`config.mk`:
```
export PLATFORM = sky130hd
export DESIGN_NAME = frog_cpu_flat
export DESIGN_NICKNAME = d
export VERILOG_FILES = /design/src/rtl/frog_pkg.sv /design/src/rtl/frog_if.sv /design/src/rtl/frog_alu.sv /design/src/rtl/frog_cpu.sv /design/src/flat_wrapper.sv
export SDC_FILE = /design/constraint.sdc
export NUM_CORES = 1
export LEC_CHECK = 0
export ABC_CLOCK_PERIOD_IN_PS = 7150
export CORE_MARGIN = 3
export CORE_UTILIZATION = 35
export DETAILED_ROUTE_END_ITERATION = 16
export GPL_TIMING_DRIVEN = 0
export SLEW_MARGIN = 20
export SYNTH_ARGS = -nofsm -noshare
export SYNTH_HDL_FRONTEND = slang
export SYNTH_SLANG_ARGS = --single-unit
```
`constraint.sdc`:
```
create_clock -name clk -period 7.15 [get_ports clk]
set_clock_uncertainty 0.2 [all_clocks]
set_input_delay 1.43 -clock clk [delete_from_list [all_inputs] [get_ports clk]]
set_output_delay 1.43 -clock clk [all_outputs]
set_load 0.02 [all_outputs]
```
`src/rtl/frog_pkg.sv`:
```
// rtl/frog_pkg.sv - frog_cpu opcode constants and sequencer states
package frog_pkg;

   localparam logic [3:0] OP_NGA = 4'h0;
   localparam logic [3:0] OP_AND = 4'h1;
   localparam logic [3:0] OP_OR  = 4'h2;
   localparam logic [3:0] OP_XOR = 4'h3;
   localparam logic [3:0] OP_SLL = 4'h4;
   localparam logic [3:0] OP_SRL = 4'h5;
   localparam logic [3:0] OP_SRA = 4'h6;
   localparam logic [3:0] OP_ADD = 4'h7;
   localparam logic [3:0] OP_NOP = 4'h8;
   localparam logic [3:0] OP_BEQ = 4'h9;
   localparam logic [3:0] OP_BLE = 4'hA;
   localparam logic [3:0] OP_JMP = 4'hB;
   localparam logic [3:0] OP_LDA = 4'hC;
   localparam logic [3:0] OP_LDB = 4'hD;
   localparam logic [3:0] OP_STA = 4'hE;
   localparam logic [3:0] OP_STB = 4'hF;

   // F fetch, H/L operand nibbles, R load read, W store address, WD store data
   typedef enum logic [2:0] {
      ST_F,
      ST_H,
      ST_L,
      ST_R,
      ST_W,
      ST_WD
   } state_t;

endpackage

```
`src/rtl/frog_if.sv`:
```
// rtl/frog_if.sv - multiplexed address/data memory bus of frog_cpu
interface frog_if;
   logic [3:0] data_in;
   logic [6:0] daout;
   logic       wcyc;

   modport master (input data_in, output daout, output wcyc);
   modport slave  (output data_in, input daout, input wcyc);
endinterface

```
`src/rtl/frog_alu.sv`:
```
// rtl/frog_alu.sv - accumulator ALU and branch compare flags
module frog_alu
   import frog_pkg::*;
(
   input  logic [3:0] op,
   input  logic [3:0] a,
   input  logic [3:0] b,
   output logic [3:0] new_a,
   output logic       eq,
   output logic       le
);

   // Single-step accumulator result; non-ALU opcodes leave A untouched
   always_comb begin
      new_a = a;
      case (op)
         OP_NGA:  new_a = -a;
         OP_AND:  new_a = a & b;
         OP_OR:   new_a = a | b;
         OP_XOR:  new_a = a ^ b;
         OP_SLL:  new_a = {a[2:0], 1'b0};
         OP_SRL:  new_a = {1'b0, a[3:1]};
         OP_SRA:  new_a = {a[3], a[3:1]};
         OP_ADD:  new_a = a + b;
         default: new_a = a;
      endcase
   end

   assign eq = (a == b);
   assign le = (a <= b);

endmodule

```
`src/rtl/frog_cpu.sv`:
```
// rtl/frog_cpu.sv - 4-bit accumulator CPU with nibble-wide multiplexed memory bus
module frog_cpu
   import frog_pkg::*;
#(
   parameter int PRESCALE_LOG2 = 2
) (
   input  logic   clk,
   input  logic   rst_n,
   input  logic   fast,
   frog_if.master bus
);

   localparam logic [PRESCALE_LOG2-1:0] PRE_ONE = 1;

   state_t                   state_q, nxt_state;
   logic [6:0]               pc_q, nxt_pc;
   logic [3:0]               a_q, nxt_a;
   logic [3:0]               b_q, nxt_b;
   // Operand latch: bit 7 of the high nibble can never reach an address, so it is not kept
   logic [6:0]               t_q, nxt_t;
   logic [3:0]               ir_q, nxt_ir;
   logic [PRESCALE_LOG2-1:0] pre_q;
   logic [6:0]               daout_q;
   logic                     wcyc_q;

   logic [3:0] alu_a;
   logic       a_eq_b;
   logic       a_le_b;
   logic [6:0] br_tgt;
   logic       step;

   assign step   = fast | (&pre_q);
   assign br_tgt = {t_q[6:4], bus.data_in};

   frog_alu u_alu (
      .op    (bus.data_in),
      .a     (a_q),
      .b     (b_q),
      .new_a (alu_a),
      .eq    (a_eq_b),
      .le    (a_le_b)
   );

   // Bus word {wcyc, daout} that a given register set presents
   function automatic logic [7:0] bus_word(state_t s, logic [6:0] pc, logic [6:0] t,
                                           logic [3:0] a, logic [3:0] b, logic [3:0] ir);
      case (s)
         ST_R:    bus_word = {1'b0, t};
         ST_W:    bus_word = {1'b1, t};
         ST_WD:   bus_word = {1'b1, 3'b000, (ir == OP_STA) ? a : b};
         default: bus_word = {1'b0, pc};
      endcase
   endfunction

   // Next register values for one CPU step
   always_comb begin
      nxt_state = state_q;
      nxt_pc    = pc_q;
      nxt_a     = a_q;
      nxt_b     = b_q;
      nxt_t     = t_q;
      nxt_ir    = ir_q;
      case (state_q)
         ST_F: begin
            nxt_ir = bus.data_in;
            nxt_pc = pc_q + 7'd1;
            if (bus.data_in <= OP_NOP) begin
               nxt_a     = alu_a;
               nxt_state = ST_F;
            end else begin
               nxt_state = ST_H;
            end
         end
         ST_H: begin
            nxt_t[6:4] = bus.data_in[2:0];
            nxt_pc     = pc_q + 7'd1;
            nxt_state  = ST_L;
         end
         ST_L: begin
            nxt_t[3:0] = bus.data_in;
            nxt_pc     = pc_q + 7'd1;
            nxt_state  = ST_F;
            case (ir_q)
               OP_JMP:         nxt_pc = br_tgt;
               OP_BEQ:         if (a_eq_b) nxt_pc = br_tgt;
               OP_BLE:         if (a_le_b) nxt_pc = br_tgt;
               OP_LDA, OP_LDB: nxt_state = ST_R;
               OP_STA, OP_STB: nxt_state = ST_W;
               default:        nxt_state = ST_F;
            endcase
         end
         ST_R: begin
            if (ir_q == OP_LDA) nxt_a = bus.data_in;
            else                nxt_b = bus.data_in;
            nxt_state = ST_F;
         end
         ST_W:    nxt_state = ST_WD;
         ST_WD:   nxt_state = ST_F;
         default: nxt_state = ST_F;
      endcase
   end

   // Prescaler runs every clock; registers and the registered bus advance only on steps
   always_ff @(posedge clk or negedge rst_n) begin
      if (!rst_n) begin
         state_q <= ST_F;
         pc_q    <= '0;
         a_q     <= '0;
         b_q     <= '0;
         t_q     <= '0;
         ir_q    <= '0;
         pre_q   <= '0;
         daout_q <= '0;
         wcyc_q  <= 1'b0;
      end else begin
         pre_q <= pre_q + PRE_ONE;
         if (step) begin
            state_q           <= nxt_state;
            pc_q              <= nxt_pc;
            a_q               <= nxt_a;
            b_q               <= nxt_b;
            t_q               <= nxt_t;
            ir_q              <= nxt_ir;
            {wcyc_q, daout_q} <= bus_word(nxt_state, nxt_pc, nxt_t, nxt_a, nxt_b, nxt_ir);
         end
      end
   end

   assign bus.daout = daout_q;
   assign bus.wcyc  = wcyc_q;

endmodule

```
`src/flat_wrapper.sv`:
```
// flat-port wrapper written by rule: the top's interface ports become plain ports
module frog_cpu_flat import frog_pkg::*;
#(
   parameter int PRESCALE_LOG2 = 2
)
  (clk, rst_n, fast, bus_data_in, bus_daout, bus_wcyc);
  frog_if bus_i ();
  input  logic clk;
  input  logic rst_n;
  input  logic fast;
  input wire logic [$bits(bus_i.data_in)-1:0] bus_data_in;
  output wire logic [$bits(bus_i.daout)-1:0] bus_daout;
  output wire logic [$bits(bus_i.wcyc)-1:0] bus_wcyc;
  assign bus_i.data_in = bus_data_in;
  assign bus_daout = bus_i.daout;
  assign bus_wcyc = bus_i.wcyc;
  frog_cpu #(.PRESCALE_LOG2(PRESCALE_LOG2)) u_core (.clk(clk), .rst_n(rst_n), .fast(fast), .bus(bus_i));
endmodule
```
==> flow_summary.yaml, run 1 <==
placed_design:
  post-place-cells: 452
  port_buffers: 12
  postPlaceCellArea_mm2: 0.00318
  dp_hpwl_um: 5990
  globalplace.congestion: 0.960
synth:
  ys_warn_count: 0
  synthCells: 337
  synth_seq_cells: 39
  yosysUniqueCellTypes: 67
  yosysSeqAreaShare_pct: 33.4
  synthArstFlopShare_pct: 100
  mappedNetlistArea_mm2: 0.00292
  synth_flop_cell: "dfrtp_1"
  syn-num-nets: 360
  synth_enable_flop_cells: 0
  synth_area_per_cell_um2: 8.67
grt:
  grt_use_total_pct: 17.0
  antenna_found_initial: 0
  grt_max_degree: 28
  grt_pass1_vias: 2461
  grt_pass1_wl_um: 13200
  overflow: 0
cts:
  clk_latency_ps: 290
  cts_root_buf: "clkbuf_8"
  cts_max_level: 2
  clockBufferDepth: 2
  cts_tree: "done"
  cts_made_buffers: 5
  clk_pin_slew_ps: 70
  cts_hold_buf: 0
  post-cts-setup-buffer-count: 0
  clock-sinks: 39
  ctsResizeCount: 0
floorplan:
  pin_count: 15
  core-area_mm2: 0.00793
  die_area_mm2: 0.00948
  rows: 32
  die_h_um: 97.4
  fp.dieW_um: 97.4
  initial_core_util_pct: 36.9
critical_path:
  max_stage_delay_ps: 540
  cp_slowest_cell: "clkdlybuf4s50_1"
  crit_chain: "clkdlybuf4s50_1, clkbuf_1, nor2b_1, nand4_1, o21ai_1, mux2_2, o21a_1, a311oi_1"
  start_kind: "input pin"
  critical_path_class: "in -> reg"
  crit_buf_inv: 2
  cp_top_family: "buffers and inverters"
  crit_arrival_ps: 3810
  required_ps: 7140
  cp_max_fo: 10
  setup.worst_path.end_class: "flop"
route:
  drt_wl_total_um: 8000
  drtPass1Iterations: 5
  routedWlPerCell_um: 17.4
  avgViaCountPerCell: 5.68
  drc_errors: 0
  drtIter0Drc: 227
  vias: 2613
  drtAntennaViolNets: 0
timing:
  slew_violations: 0
  maxSlewHeadroom_pct: 40.6
  fin_crit_ps: 3830
  fin_crit_sh_pct: 53.5
  setup_viol: 0
  final.setup.tns_ps: 0
  clock.fmax_ghz: 0.261
  rsz0062_at_grt: "false"
  worst_pin_slew_ps: 888
  hold_viol: 0
finish:
  drive_above_1_share_pct: 12.3
  fin_cells: 460
  final_util_pct: 41.7
  area_delta_synth_final_pct: 13.0
  antenna_cells: 0
  nNetsFinal: 380
  final_area_mm2: 0.00330
power:
  p_leak_uw: 0.00135
  vdd_drop_max_mv: 0.111
  p_per_area_mw_per_mm2: 424
run:
  drv_cap: 0
worst_hold_path:
  min_path_type: "reg -> reg"
run_status:
  status: "finished, final reports clean"
==> cell families after synthesis <==
kind of cell / count (synthesis) / synth area share (%)
XOR/XNOR: 4 / 1.20
multiplexers: 25 / 9.21
flip-flops: 39 / 33.4
AND/OR/NAND/NOR: 115 / 20.2
AO/OA/AOI/OAI: 101 / 23.5
adder cells (fa/ha/maj): 16 / 7.11
buffers and inverters: 37 / 5.40
==> power breakdown <==
part / internal [µW] / total, µW / leakage, µW / switching, µW
Clock: 113 / 193 / 0.0000612 / 80.0
Combinational: 331 / 769 / 0.000826 / 437
Sequential: 319 / 437 / 0.000464 / 118
==> placed cells by master, fill, tap and decap left out, drive strengths merged, types with 4 or more instances in the layout <==
| cell | instances |
|---|---|
| nor2 | 26 |
| or4 | 4 |
| clkdlybuf4s50 | 11 |
| a21boi | 4 |
| dfrtp | 39 |
| o21ai | 27 |
| a22oi | 4 |
| mux2i | 10 |
| nand3 | 6 |
| nor2b | 5 |
| nor4 | 6 |
| and2 | 4 |
| nor3 | 8 |
| clkbuf | 24 |
| nand2 | 39 |
| a221oi | 8 |
| ha | 15 |
| buf | 6 |
| a21oi | 25 |
| mux2 | 15 |
| inv | 15 |
==> metal layers <==
metal	share of wire (%)	global-route usage (%)
met5	0	0
met4	1.8	4.69
met3	4.8	2.44
met2	43	25.4
met1	50	25.6
==> layout make-up <==
class | instances | area (µm²)
clock buffer | 6 | 82.6
fill | 816 | 4630
multi-input combinational | 261 | 1790
sequential | 39 | 976
inverter | 15 | 56.3
buffer | 22 | 101
timing repair buffer | 13 | 135
clock inverter | 2 | 35.0
tap | 102 | 128
==> per-stage QoR <==
stage               hold WS (ps)  power, µW  setup slack (ps)
floorplan                    201        975              3910
global placement             212       1190              3050
detailed placement           217       1200              3070
CTS                          230       1400              3360
global route                 271       1510              3130
finish                       222       1400              3320
==> final timing paths <==
check	slack, ps	cells past startpoint	from	end
worst max-delay path	3320	8	bus_data_in[2]	u_core.bus.daout[2]$_DFFE_PN0P_
max in group asynchronous	5480	2	rst_n	u_core.b_q[1]$_DFFE_PN0P_
worst max register to register	3960	8	u_core.a_q[1]$_DFFE_PN0P_	u_core.pc_q[4]$_DFFE_PN0P_
min in group asynchronous	820	1	rst_n	u_core.pc_q[3]$_DFFE_PN0P_
worst min-delay path	220	1	u_core.pre_q[0]$_DFF_PN0_	u_core.pre_q[0]$_DFF_PN0_
worst min register to register	220	1	u_core.pre_q[0]$_DFF_PN0_	u_core.pre_q[0]$_DFF_PN0_
==> registers in the layout (all words and copies together) (netlist names) <==
| signal | count |
|---|---|
| u_core.bus.daout | 7 |
| u_core.pre_q | 2 |
| u_core.t_q | 7 |
| u_core.bus.wcyc | 1 |
| u_core.state_q | 3 |
| u_core.ir_q | 4 |
| u_core.pc_q | 7 |
| u_core.a_q | 4 |
| u_core.b_q | 4 |
==> synthesized netlist by cell type, types with 3 or more instances <==
master,n,share of area (%)
a211oi_1,3,0.77
a31oi_1,3,0.64
a221oi_2,3,1.5
mux2_2,14,5.4
o21ai_0,25,4.3
o31ai_1,3,0.77
inv_1,14,1.8
clkbuf_1,17,2.2
and2_1,3,0.64
nor3_1,7,1.2
o31a_1,3,0.90
or2_2,3,0.64
a21oi_1,24,4.1
and3_1,3,0.64
nor2b_1,5,1.1
dfrtp_1,39,33
or4_1,3,0.77
a221oi_1,5,1.5
a21boi_0,3,0.77
nor2_1,25,3.2
nor4_1,5,1.1
nand2_1,39,5.0
a22oi_1,4,1.0
nand3_1,6,1.0
ha_1,15,6.4
mux2i_1,10,3.4
Note: power is estimated with default switching activity, not from simulation.
==> inputs of run 2 (changes only) <==
--- a/config.mk
+++ b/config.mk
@@ -5,7 +5,7 @@
 export SDC_FILE = /design/constraint.sdc
 export NUM_CORES = 1
 export LEC_CHECK = 0
-export ABC_CLOCK_PERIOD_IN_PS = 7150
+export ABC_CLOCK_PERIOD_IN_PS = 3900
 export CORE_MARGIN = 3
 export CORE_UTILIZATION = 35
 export DETAILED_ROUTE_END_ITERATION = 16
==> constraint.sdc (replaced) <==
create_clock -name clk -period 3.9 [get_ports clk]
set_clock_uncertainty 0.2 [all_clocks]
set_input_delay 0.78 -clock clk [delete_from_list [all_inputs] [get_ports clk]]
set_output_delay 0.78 -clock clk [all_outputs]
set_load 0.02 [all_outputs]
==> results of run 2 <==
Same layout as run 1 (identical final DEF). Status: finished, final reports clean.
Main changes from that run: setup slack after placement 3070 ps -> 471 ps; clock-pin slew on the worst setup and hold paths 70 ps -> 80 ps; setup slack after layout 3320 ps -> 706 ps; hold slack 222 ps -> 170 ps; start point of the critical path bus_data_in[2] -> u_core.a_q[1]$_DFFE_PN0P_; end point of the critical path u_core.bus.daout[2]$_DFFE_PN0P_ -> u_core.pc_q[4]$_DFFE_PN0P_; register-to-register setup slack 3960 ps -> 710 ps; total power 1400 µW -> 2560 µW; worst IR drop on VDD 0.111 mV -> 0.203 mV
==> inputs of run 3 (changes only) <==
--- a/config.mk
+++ b/config.mk
@@ -5,7 +5,7 @@
 export SDC_FILE = /design/constraint.sdc
 export NUM_CORES = 1
 export LEC_CHECK = 0
-export ABC_CLOCK_PERIOD_IN_PS = 3900
+export ABC_CLOCK_PERIOD_IN_PS = 3250
 export CORE_MARGIN = 3
 export CORE_UTILIZATION = 35
 export DETAILED_ROUTE_END_ITERATION = 16
==> constraint.sdc (replaced) <==
create_clock -name clk -period 3.25 [get_ports clk]
set_clock_uncertainty 0.2 [all_clocks]
set_input_delay 0.65 -clock clk [delete_from_list [all_inputs] [get_ports clk]]
set_output_delay 0.65 -clock clk [all_outputs]
set_load 0.02 [all_outputs]
==> flow_summary.yaml, run 3 (synthesized netlist as in run 1, its figures left out) <==
grt:
  grt_pass1_vias: 2461
  antenna_found_initial: 0
  grt_max_degree: 28
  grt_use_total_pct: 17.0
  grt_pass1_wl_um: 13200
  overflow: 0
power:
  vdd_drop_max_mv: 0.244
  p_per_area_mw_per_mm2: 934
  p_leak_uw: 0.00135
cts:
  cts_made_buffers: 5
  cts_root_buf: "clkbuf_8"
  clk_pin_slew_ps: 80
  clk_latency_ps: 290
  cts_max_level: 2
  cts_tree: "done"
  clockBufferDepth: 2
  post-cts-setup-buffer-count: 0
  cts_hold_buf: 0
  clock-sinks: 39
critical_path:
  setup.worst_path.end_class: "flop"
  regToRegStartpoint: "u_core.a_q[2]$_DFFE_PN0P_"
  start_kind: "input pin"
  cp.depth: 8
  r2r_setup_slack_ps: 300
  max_stage_delay_ps: 540
  cp_max_fo: 10
  startpoint: "bus_data_in[2]"
  crit_buf_inv: 2
  crit_chain: "clkdlybuf4s50_1, clkbuf_1, nor2b_1, nand4_1, o21ai_1, mux2_2, o21a_1, a311oi_1"
  crit_arrival_ps: 3050
  r2r_cells: 9
  endpoint: "u_core.bus.daout[2]$_DFFE_PN0P_"
  critical_path_class: "in -> reg"
  cp_top_family: "buffers and inverters"
  cp_slowest_cell: "clkdlybuf4s50_1"
  r2r-end: "u_core.bus.daout[2]$_DFFE_PN0P_"
  required_ps: 3230
floorplan:
  rows: 32
  die_h_um: 97.4
  core-area_mm2: 0.00793
  initial_core_util_pct: 36.9
  fp.dieW_um: 97.4
  pin_count: 15
  die_area_mm2: 0.00948
route:
  drtIter0Drc: 236
  avgViaCountPerCell: 5.73
  vias: 2637
  drt_wl_total_um: 7990
  drtPass1Iterations: 5
  drtAntennaViolNets: 0
  drc_errors: 0
  routedWlPerCell_um: 17.4
timing:
  hold_viol: 0
  maxSlewHeadroom_pct: 41.1
  slew_violations: 0
  setup_viol: 0
  final.setup.tns_ps: 0
  fin_crit_sh_pct: 94.5
  fin_crit_ps: 3070
  worst_slack_ps: 180
  rsz0062_at_grt: "false"
  clock.fmax_ghz: 0.326
  worst_pin_slew_ps: 881
placed_design:
  globalplace.congestion: 0.960
  pre_cts_slack_ps: -48.7
  dp_hpwl_um: 5990
  postPlaceCellArea_mm2: 0.00318
  port_buffers: 12
  post-place-cells: 452
finish:
  fillers: 815
  nNetsFinal: 380
  antenna_cells: 0
  regArea_um2: 977
  area_delta_synth_final_pct: 13.4
  final_area_mm2: 0.00331
  most-common-layout-cells: "39 x nand2_1, 38 x dfrtp_1, 25 x nor2_1, 25 x o21ai_0, 24 x a21oi_1"
  drive_above_1_share_pct: 12.6
  multiInputGateArea_mm2: 0.00180
  final_common_cell: "nand2_1"
  fin_cells: 460
worst_hold_path:
  min_path_type: "in -> async"
run_status:
  status: "finished, final reports clean"
run:
  drv_cap: 0
-- run 3: final cells by class --
cell class                 count  area share, %
buffer                        22           3.06
clock buffer                   6           2.49
clock inverter                 2           1.06
inverter                      15           1.70
multi-input combinational    261           54.3
sequential                    39           29.5
tap                          102           3.85
timing repair buffer          13           4.08
-- run 3: worst min-delay path by stage --
stage / slack (ps) / endpoint / cells after the start / startpoint
global placement: 210 / u_core.pre_q[0]$_DFF_PN0_ / 1 / u_core.pre_q[0]$_DFF_PN0_
floorplan: 150 / u_core.a_q[0]$_DFFE_PN0P_ / 0 / rst_n
finish: 40 / u_core.pc_q[3]$_DFFE_PN0P_ / 1 / rst_n
detailed placement: 220 / u_core.pre_q[0]$_DFF_PN0_ / 1 / u_core.pre_q[0]$_DFF_PN0_
global route: 60 / u_core.pc_q[3]$_DFFE_PN0P_ / 1 / rst_n
CTS: 50 / u_core.pc_q[3]$_DFFE_PN0P_ / 1 / rst_n
-- run 3: per-layer routing --
layer  vias to the layer above  GRT usage, %  wire length (µm)
met5                         -             0                 0
met4                         0          4.69               154
met3                        14          2.44               455
met2                       100          25.4              3470
met1                      1251          25.6              3910
li1                       1272             -                 -
-- run 3: what timing repair did --
action	4_1_cts	5_1_grt
endpoints found under the hold margin	0	0
gates resized for setup	0	2
endpoints found under the setup margin	0	5
-- run 3: through the flow --
step	utilization (%)	hold slack, ps	total power [µW]
floorplan	-	154	2140
global placement	40.0	212	2610
detailed placement	40.2	217	2630
CTS	41.7	47.5	3070
global route	41.8	56.3	3350
finish	41.8	42.9	3090
-- run 3: power by group --
group / total (µW) / switching (µW) / internal [µW]
Sequential: 962 / 258 / 704
Clock: 423 / 174 / 248
Combinational: 1710 / 975 / 734
Total: 3090 / 1410 / 1690
